## config.mk

```make
export PLATFORM = sky130hd
export DESIGN_NAME = fifo_pop_streamer
export DESIGN_NICKNAME = d
export VERILOG_FILES = /design/src/rtl/fifo_stream_pkg.sv /design/src/rtl/stream_skid_buf.sv /design/src/rtl/fifo_pop_streamer.sv
export SDC_FILE = /design/constraint.sdc
export NUM_CORES = 1
export LEC_CHECK = 0
export CORE_MARGIN = 2
export CORE_UTILIZATION = 40
export CTS_CLUSTER_DIAMETER = 150
export DETAILED_ROUTE_END_ITERATION = 16
export DONT_BUFFER_PORTS = 1
export PLACE_DENSITY = 0.6
export SLEW_MARGIN = 30
export SYNTH_ARGS = -nofsm -noshare
export SYNTH_HDL_FRONTEND = slang
export SYNTH_SLANG_ARGS = --single-unit
```

## constraint.sdc

```tcl
create_clock -name clk -period 3.27 [get_ports clk]
set_clock_uncertainty 0.2 [all_clocks]
set_input_delay 0.4905 -clock clk [delete_from_list [all_inputs] [get_ports clk]]
set_output_delay 0.4905 -clock clk [all_outputs]
set_load 0.02 [all_outputs]
```

## src/rtl/fifo_stream_pkg.sv

```systemverilog
// -----------------------------------------------------------------------------
// fifo_stream_pkg
// Shared types and constants for the FIFO read-side streamer.
//   streamer_state_t : burst FSM states (IDLE, RUN, DRAIN, DONE)
//   SKID_DEPTH       : number of entries in the output skid buffer
//   skid_has_room()  : true while the skid can take another word
// -----------------------------------------------------------------------------
package fifo_stream_pkg;

   localparam int SKID_DEPTH = 2;

   typedef enum logic [1:0] {
      IDLE  = 2'd0,
      RUN   = 2'd1,
      DRAIN = 2'd2,
      DONE  = 2'd3
   } streamer_state_t;

   // Room check against the registered occupancy only, so callers never
   // pick up a path from the downstream ready.
   function automatic logic skid_has_room(input logic [1:0] count);
      return count < 2'(SKID_DEPTH);
   endfunction

endpackage

```

## src/rtl/stream_skid_buf.sv

```systemverilog
// -----------------------------------------------------------------------------
// stream_skid_buf
// Two-entry FIFO-ordered skid buffer with a registered head.
// Ports:
//   clk, reset    : clock, asynchronous active-high reset
//   flush_i       : drop all entries on the next edge (wins over enq/deq)
//   enq_valid_i   : write enq_data_i this cycle (ignored when full and not draining)
//   enq_data_i    : data to enqueue
//   deq_ready_i   : downstream accepts the head this cycle
//   deq_valid_o   : head entry is valid (count != 0)
//   deq_data_o    : head entry, straight from a register
//   count_o       : current occupancy, 0..2
// Handshake: a word moves downstream on every cycle where
// deq_valid_o && deq_ready_i; deq_valid_o/deq_data_o stay put otherwise.
// -----------------------------------------------------------------------------
module stream_skid_buf
   import fifo_stream_pkg::*;
#(
   parameter int DATA_W = 8
) (
   input  logic              clk,
   input  logic              reset,
   input  logic              flush_i,
   input  logic              enq_valid_i,
   input  logic [DATA_W-1:0] enq_data_i,
   input  logic              deq_ready_i,
   output logic              deq_valid_o,
   output logic [DATA_W-1:0] deq_data_o,
   output logic [1:0]        count_o
);

   logic [DATA_W-1:0] entry0_q, entry0_d;   // head
   logic [DATA_W-1:0] entry1_q, entry1_d;   // second in line
   logic [1:0]        count_q,  count_d;
   logic              deq, enq;

   assign deq = (count_q != 2'd0) & deq_ready_i;
   // A write is only taken when there is room, or the head leaves this cycle.
   assign enq = enq_valid_i & (skid_has_room(count_q) | deq);

   always_comb begin
      entry0_d = entry0_q;
      entry1_d = entry1_q;
      count_d  = count_q;
      if (flush_i) begin
         count_d = 2'd0;
      end else begin
         unique case ({enq, deq})
            2'b10: begin
               if (count_q == 2'd0) entry0_d = enq_data_i;
               else                 entry1_d = enq_data_i;
               count_d = count_q + 2'd1;
            end
            2'b01: begin
               entry0_d = entry1_q;
               count_d  = count_q - 2'd1;
            end
            2'b11: begin
               // Count unchanged; the new word goes behind whatever remains.
               if (count_q == 2'd1) begin
                  entry0_d = enq_data_i;
               end else begin
                  entry0_d = entry1_q;
                  entry1_d = enq_data_i;
               end
            end
            default: ;
         endcase
      end
   end

   always_ff @(posedge clk or posedge reset) begin
      if (reset) begin
         entry0_q <= '0;
         entry1_q <= '0;
         count_q  <= 2'd0;
      end else begin
         entry0_q <= entry0_d;
         entry1_q <= entry1_d;
         count_q  <= count_d;
      end
   end

   assign deq_valid_o = (count_q != 2'd0);
   assign deq_data_o  = entry0_q;
   assign count_o     = count_q;

endmodule

```

## src/rtl/fifo_pop_streamer.sv

```systemverilog
// -----------------------------------------------------------------------------
// fifo_pop_streamer
// Read-side engine for a synchronous FIFO: on start_i pops burst_len_i words
// through the pop/empty interface and forwards them on a valid/ready stream
// through a 2-entry skid buffer.
// Ports:
//   clk, reset       : clock, asynchronous active-high reset
//   start_i          : start a burst (sampled only in IDLE)
//   burst_len_i      : words in the burst, latched with start_i (0 = empty burst)
//   fifo_empty_i     : FIFO empty flag
//   fifo_pop_data_i  : FIFO head data, valid while not empty
//   fifo_pop_o       : pop strobe, one word per high cycle
//   out_valid_o      : stream valid
//   out_data_o       : stream data
//   out_ready_i      : stream ready
//   busy_o           : high whenever the FSM is not IDLE
//   done_o           : one-cycle pulse when the burst completes
//   abort_i          : (FIFO_POP_STREAMER_ABORT_EN) abandon the running burst
//   aborted_o        : (FIFO_POP_STREAMER_ABORT_EN) high with done_o after an abort
//   dbg_state_o      : current FSM state, for observation only
// Optional feature macro: FIFO_POP_STREAMER_ABORT_EN.
// Handshake: a word is transferred on each cycle where out_valid_o &&
// out_ready_i; out_valid_o/out_data_o hold until that happens. fifo_pop_o is
// built from registered state plus fifo_empty_i, never from out_ready_i.
// -----------------------------------------------------------------------------
module fifo_pop_streamer
   import fifo_stream_pkg::*;
#(
   parameter int DATA_W = 8,
   parameter int CNT_W  = 8
) (
   input  logic              clk,
   input  logic              reset,
   input  logic              start_i,
   input  logic [CNT_W-1:0]  burst_len_i,
   input  logic              fifo_empty_i,
   input  logic [DATA_W-1:0] fifo_pop_data_i,
   output logic              fifo_pop_o,
   output logic              out_valid_o,
   output logic [DATA_W-1:0] out_data_o,
   input  logic              out_ready_i,
   output logic              busy_o,
   output logic              done_o,
`ifdef FIFO_POP_STREAMER_ABORT_EN
   input  logic              abort_i,
   output logic              aborted_o,
`endif
   output streamer_state_t   dbg_state_o
);

   localparam logic [CNT_W-1:0] CNT_ONE = CNT_W'(1);

   streamer_state_t  state_q, state_d;
   logic [CNT_W-1:0] pops_left_q, pops_left_d;   // words still to pop
   logic [CNT_W-1:0] sent_left_q, sent_left_d;   // words still to hand downstream
   logic [1:0]       skid_count;
   logic             pop;
   logic             deq_fire;
   logic             abort_req;

`ifdef FIFO_POP_STREAMER_ABORT_EN
   assign abort_req = abort_i & ((state_q == RUN) | (state_q == DRAIN));
`else
   assign abort_req = 1'b0;
`endif

   assign pop = (state_q == RUN) & ~fifo_empty_i & (pops_left_q != '0)
              & skid_has_room(skid_count) & ~abort_req;
   assign deq_fire = out_valid_o & out_ready_i;

   // ---------------------------------------------------------------------------
   // Burst FSM and counters
   // ---------------------------------------------------------------------------
   always_comb begin
      state_d     = state_q;
      pops_left_d = pops_left_q;
      sent_left_d = sent_left_q;
      unique case (state_q)
         IDLE: begin
            if (start_i) begin
               pops_left_d = burst_len_i;
               sent_left_d = burst_len_i;
               state_d     = (burst_len_i != '0) ? RUN : DONE;
            end
         end
         RUN: begin
            if (abort_req) begin
               pops_left_d = '0;
               sent_left_d = '0;
               state_d     = DONE;
            end else begin
               if (pop) begin
                  pops_left_d = pops_left_q - CNT_ONE;
                  if (pops_left_q == CNT_ONE) state_d = DRAIN;
               end
               // Earlier words can reach downstream while later ones are
               // still being popped.
               if (deq_fire && (sent_left_q != '0)) begin
                  sent_left_d = sent_left_q - CNT_ONE;
               end
            end
         end
         DRAIN: begin
            if (abort_req) begin
               pops_left_d = '0;
               sent_left_d = '0;
               state_d     = DONE;
            end else if (deq_fire && (sent_left_q != '0)) begin
               sent_left_d = sent_left_q - CNT_ONE;
               if (sent_left_q == CNT_ONE) state_d = DONE;
            end
         end
         DONE: begin
            state_d = IDLE;
         end
         default: begin
            state_d = IDLE;
         end
      endcase
   end

   always_ff @(posedge clk or posedge reset) begin
      if (reset) begin
         state_q     <= IDLE;
         pops_left_q <= '0;
         sent_left_q <= '0;
      end else begin
         state_q     <= state_d;
         pops_left_q <= pops_left_d;
         sent_left_q <= sent_left_d;
      end
   end

   // ---------------------------------------------------------------------------
   // Abort flag: set on the abort edge, so it lines up with the DONE cycle.
   // ---------------------------------------------------------------------------
`ifdef FIFO_POP_STREAMER_ABORT_EN
   logic aborted_q, aborted_d;

   always_comb begin
      aborted_d = aborted_q;
      if (state_q == DONE) aborted_d = 1'b0;
      else if (abort_req)  aborted_d = 1'b1;
   end

   always_ff @(posedge clk or posedge reset) begin
      if (reset) aborted_q <= 1'b0;
      else       aborted_q <= aborted_d;
   end

   assign aborted_o = aborted_q;
`endif

   // ---------------------------------------------------------------------------
   // Output skid buffer: popped data is captured on the pop edge. An abort
   // flushes it on the same edge that moves the FSM to DONE.
   // ---------------------------------------------------------------------------
   stream_skid_buf #(
      .DATA_W (DATA_W)
   ) u_skid (
      .clk         (clk),
      .reset       (reset),
      .flush_i     (abort_req),
      .enq_valid_i (pop),
      .enq_data_i  (fifo_pop_data_i),
      .deq_ready_i (out_ready_i),
      .deq_valid_o (out_valid_o),
      .deq_data_o  (out_data_o),
      .count_o     (skid_count)
   );

   assign fifo_pop_o  = pop;
   assign busy_o      = (state_q != IDLE);
   assign done_o      = (state_q == DONE);
   assign dbg_state_o = state_q;

endmodule

```

==> out/results.md <==
| Metric | Value | Unit |
| --- | --- | --- |
| Standard cell with the maximum stage delay on the critical path | sky130_fd_sc_hd__a2111oi_1 | - |
| Filler Cells Inserted | 546 | - |
| Fin crit share | 89.5 | % |
| Die outline area | 6240 | µm² |
| Total via count after detailed routing | 1694 | - |
| Synthesized instance count | 219 | - |
| Startpoint class of the critical path | flop | - |
| Global-route usage over all layers | 17.1 | % |
| Setup-violating endpoint count in the final report | 0 | - |
| Cell Rows | 27 | - |
| Worst-Skew Late Latency | 0.29 | ns |
| Commonest non-fill, non-tap cell in the layout | sky130_fd_sc_hd__dfrtp_1 | - |
| Global-route wire length before repair | 8360 | µm |
| I/O pin count | 35 | - |
| CP max stage delay | 0.63 | ns |
| Remaining antenna violation count after routing | 0 | - |
| Max-slew violation count | 0 | - |
| Number of nets produced by synthesis | 254 | - |
| Crit path setup slack, layout | 0.342 | ns |
| Post-layout utilization of the core | 44.4 | % |
| Clock sink total | 36 | - |
| WP data arrival | 2.90 | ns |
| Total placed instance area | 2340 | µm² |
| Final setup TNS | 0 | ns |
| CTS clock-pin slew for the worst setup and hold paths | 0.08 | ns |
| Leak | 0.00100 | µW |
| Req. time, crit path | 3.24 | ns |
| Number of synthesized flops with an enable pin | 0 | - |
| Count of inserted antenna diode cells | 0 | - |
| Tightest Hold Check Type | in -> async | - |
| Total count of hold-check failures in the final report | 17 | - |
| Setup repair after global routing missed its margin | false | - |
| Fraction of layout instances using a drive strength above 1 | 17.8 | % |
| Count of TritonRoute iterations in the first routing pass | 4 | - |
| Cell chosen for the clock root | sky130_fd_sc_hd__clkbuf_8 | - |
| Yosys Warn Count | 0 | - |
| Detail Placement HPWL | 3650 | µm |
| Pin count of the biggest net entering global routing | 20 | - |
| Sequential-to-total area share from yosys stat | 40.1 | % |
| Worst setup slack before clock tree synthesis | 0.184 | ns |
| Clk buf depth | 2 | - |
| Area Growth Syn to Fin | 8.01 | % |
| Avg Inst Size Synth | 10.3 | µm² |
| Critical path capture point type | flop | - |
| VDD IR max | 0.432 | mV |
| Highest clock frequency the design can meet | 342 | MHz |
| Cell total after placement | 289 | - |
| CTS tree | built | - |
| Pwr Density | 1060 | nW/µm² |
| Number of antenna violations at the first check in global routing | 0 | - |
| Final-layout worst hold slack | -0.0216 | ns |
| Vert. Die Dim | 79.0 | µm |
| Top FF cell, synth | sky130_fd_sc_hd__dfrtp_1 | - |
| Largest driver fanout on the critical path | 8 | - |
| Slew @ Worst Pin | 0.673 | ns |
| Area taken by flip-flops and latches | 901 | µm² |
| Post-layout minimum cycle time | 2.93 | ns |
| Width of the die | 79.0 | µm |
| Cells along the critical path | inv_1 -> ha_1 -> nor3b_2 -> a2111oi_1 -> ha_1 -> o211a_1 -> mux2_2 | - |
| Max-Slew Margin vs Limit | 55.1 | % |
| Congestion Overflow GR | 0 | - |
| Wire length per cell | 16.2 | µm |
| Setup bufs post-CTS | 0 | - |
| Count of cell types in the netlist | 52 | - |
| Detailed-route vias per instance | 5.70 | - |
| H-tree depth reported by CTS | 2 | - |
| Global placement routability congestion | 0.803 | - |
| Post-route design area | 2430 | µm² |
| Buffers on Ports | 0 | - |
| First DRT Iteration DRCs | 72 | - |
| Initial core utilization | 41.1 | % |
| Total CTS buffers | 5 | - |
| Fin cells | 297 | - |
| Outcome | complete, but fails checks | - |
| Core Region | 5470 | µm² |
| Post-Syn Area | 2250 | µm² |
| Leading cell types in the layout, fill and taps excluded | sky130_fd_sc_hd__dfrtp_1 (36), sky130_fd_sc_hd__nor2_1 (20), sky130_fd_sc_hd__inv_1 (17), sky130_fd_sc_hd__mux2_2 (17), sky130_fd_sc_hd__ha_1 (14) | - |
| Violations in the final reports | negative hold slack | - |
| Worst path most repeated cell | sky130_fd_sc_hd__ha_1 | - |
| Number of global-route vias before repair | 1664 | - |
| Combined area of the multi-input logic cells | 1250 | µm² |
| Final #Nets | 259 | - |
| Flip-flop and latch count after synthesis | 36 | - |
| Fraction of registers with async set/reset | 100 | % |
| Count of maximum capacitance violations | 0 | - |
| Critical path start-end classification | reg -> reg | - |
| Total wirelength of the detailed-routed design | 4800 | µm |
| Number of design rule violations left after detail routing | 0 | - |
registers in the layout, indices dropped and copies added (netlist names):
signal and count:
sent_left_q 8, u_skid.deq_data_o 8, dbg_state_o 2, pops_left_q 8
u_skid.entry1_q 8, u_skid.count_o 2
per-layer routing:
layer | routed length, µm | global-route usage (%) | vias up
li1 | - | - | 823
met1 | 2230 | 23.3 | 816
met2 | 2180 | 25.9 | 47
met3 | 317 | 5.23 | 8
met4 | 80 | 5.86 | 0
met5 | 0 | 0 | -
worst max-delay path: cells and delay by family, from the launching register on:
| kind | cells | cell delay (ns) |
|---|---|---|
| DFF | 1 | 0.41 |
| AOI/OAI and AO/OA | 2 | 1.00 |
| adders and majority gates | 2 | 0.54 |
| buffers and inverters | 1 | 0.08 |
| muxes | 1 | 0.38 |
| and+or+nand+nor | 1 | 0.21 |
logic make-up (layout without fill, tap and decap cells):
kind of cell    count (synthesis)  count (layout)  share of synthesized area, %
buf+inv                        24              30                          4.45
mux                            19              19                          9.40
simple gates                   63              63                          15.9
compound gates                 61              61                          21.6
xor+xnor                        2               2                         0.779
flops                          36              36                          40.1
fa+ha+maj                      14              14                          7.79
repair_timing:
item | 4_1_cts | 5_1_grt
setup endpoints to repair | 0 | 16
hold buffers | 0 | 0
resized for setup | 0 | 1
report_power, final:
group | internal [µW] | total [µW] | switching, µW
clock network | 148 | 313 | 164
logic | 600 | 1280 | 681
registers | 669 | 973 | 304
total | 1420 | 2570 | 1150
cell type report:
cell class	instances	share of cell area (%)
multi-input cells	159	51.4
flip-flops and latches	36	37.1
well taps	72	3.71
clock buffers	5	2.83
inverters	17	2.63
repair buffers	5	1.55
clock inverters	3	0.773
synth_stat cells, types with 2 or more instances:
library cell / instances / area [µm²]
sky130_fd_sc_hd__or4b_1: 2 / 20.0
sky130_fd_sc_hd__nand2b_1: 2 / 12.5
sky130_fd_sc_hd__nor2_1: 20 / 75.1
sky130_fd_sc_hd__o22a_1: 4 / 35.0
sky130_fd_sc_hd__nor3_1: 5 / 25.0
sky130_fd_sc_hd__a21oi_1: 7 / 35.0
sky130_fd_sc_hd__ha_1: 14 / 175
sky130_fd_sc_hd__a2bb2oi_1: 2 / 17.5
sky130_fd_sc_hd__o211ai_1: 2 / 15.0
sky130_fd_sc_hd__clkbuf_1: 4 / 15.0
sky130_fd_sc_hd__buf_2: 2 / 10.0
sky130_fd_sc_hd__o21ai_0: 10 / 50.1
sky130_fd_sc_hd__a31oi_1: 5 / 31.3
sky130_fd_sc_hd__o21a_1: 2 / 15.0
sky130_fd_sc_hd__a21boi_0: 2 / 15.0
sky130_fd_sc_hd__mux2i_1: 2 / 20.0
sky130_fd_sc_hd__nor2b_1: 3 / 18.8
sky130_fd_sc_hd__mux2_2: 17 / 191
sky130_fd_sc_hd__a22o_1: 8 / 70.1
sky130_fd_sc_hd__xnor2_1: 2 / 17.5
sky130_fd_sc_hd__nand2_1: 12 / 45.0
sky130_fd_sc_hd__dfrtp_1: 36 / 901
sky130_fd_sc_hd__nand3_1: 4 / 20.0
sky130_fd_sc_hd__nor4b_1: 2 / 17.5
sky130_fd_sc_hd__nand4_1: 3 / 18.8
sky130_fd_sc_hd__inv_1: 17 / 63.8
sky130_fd_sc_hd__nor4_1: 2 / 12.5
sky130_fd_sc_hd__o21ba_2: 2 / 20.0
sky130_fd_sc_hd__a311oi_1: 3 / 26.3
per-stage QoR:
step	power [µW]	hold WS, ns
floorplan	2000	0.273
global placement	2240	0.291
detailed placement	2260	0.298
CTS	2590	0.0154
global route	2800	0.0402
finish	2570	-0.0216
worst paths after layout:
| check | start | endpoint | slack [ns] | depth (start not counted) |
|---|---|---|---|---|
| setup / recovery | pops_left_q[0]$_DFFE_PP0P_ | u_skid.entry1_q[7]$_DFFE_PP0P_ | 0.34 | 7 |
| hold / removal | reset | sent_left_q[1]$_DFFE_PP0P_ | -0.02 | 1 |
| setup reg to reg | pops_left_q[0]$_DFFE_PP0P_ | u_skid.entry1_q[7]$_DFFE_PP0P_ | 0.34 | 7 |
| hold reg to reg | u_skid.entry1_q[6]$_DFFE_PP0P_ | u_skid.entry1_q[6]$_DFFE_PP0P_ | 0.31 | 1 |
| max in group asynchronous | reset | pops_left_q[1]$_DFFE_PP0P_ | 2.17 | 2 |
| min in group clk | fifo_pop_data_i[5] | u_skid.entry1_q[5]$_DFFE_PP0P_ | 0.14 | 1 |
No activity file was read; power rests on OpenSTA's default activity.
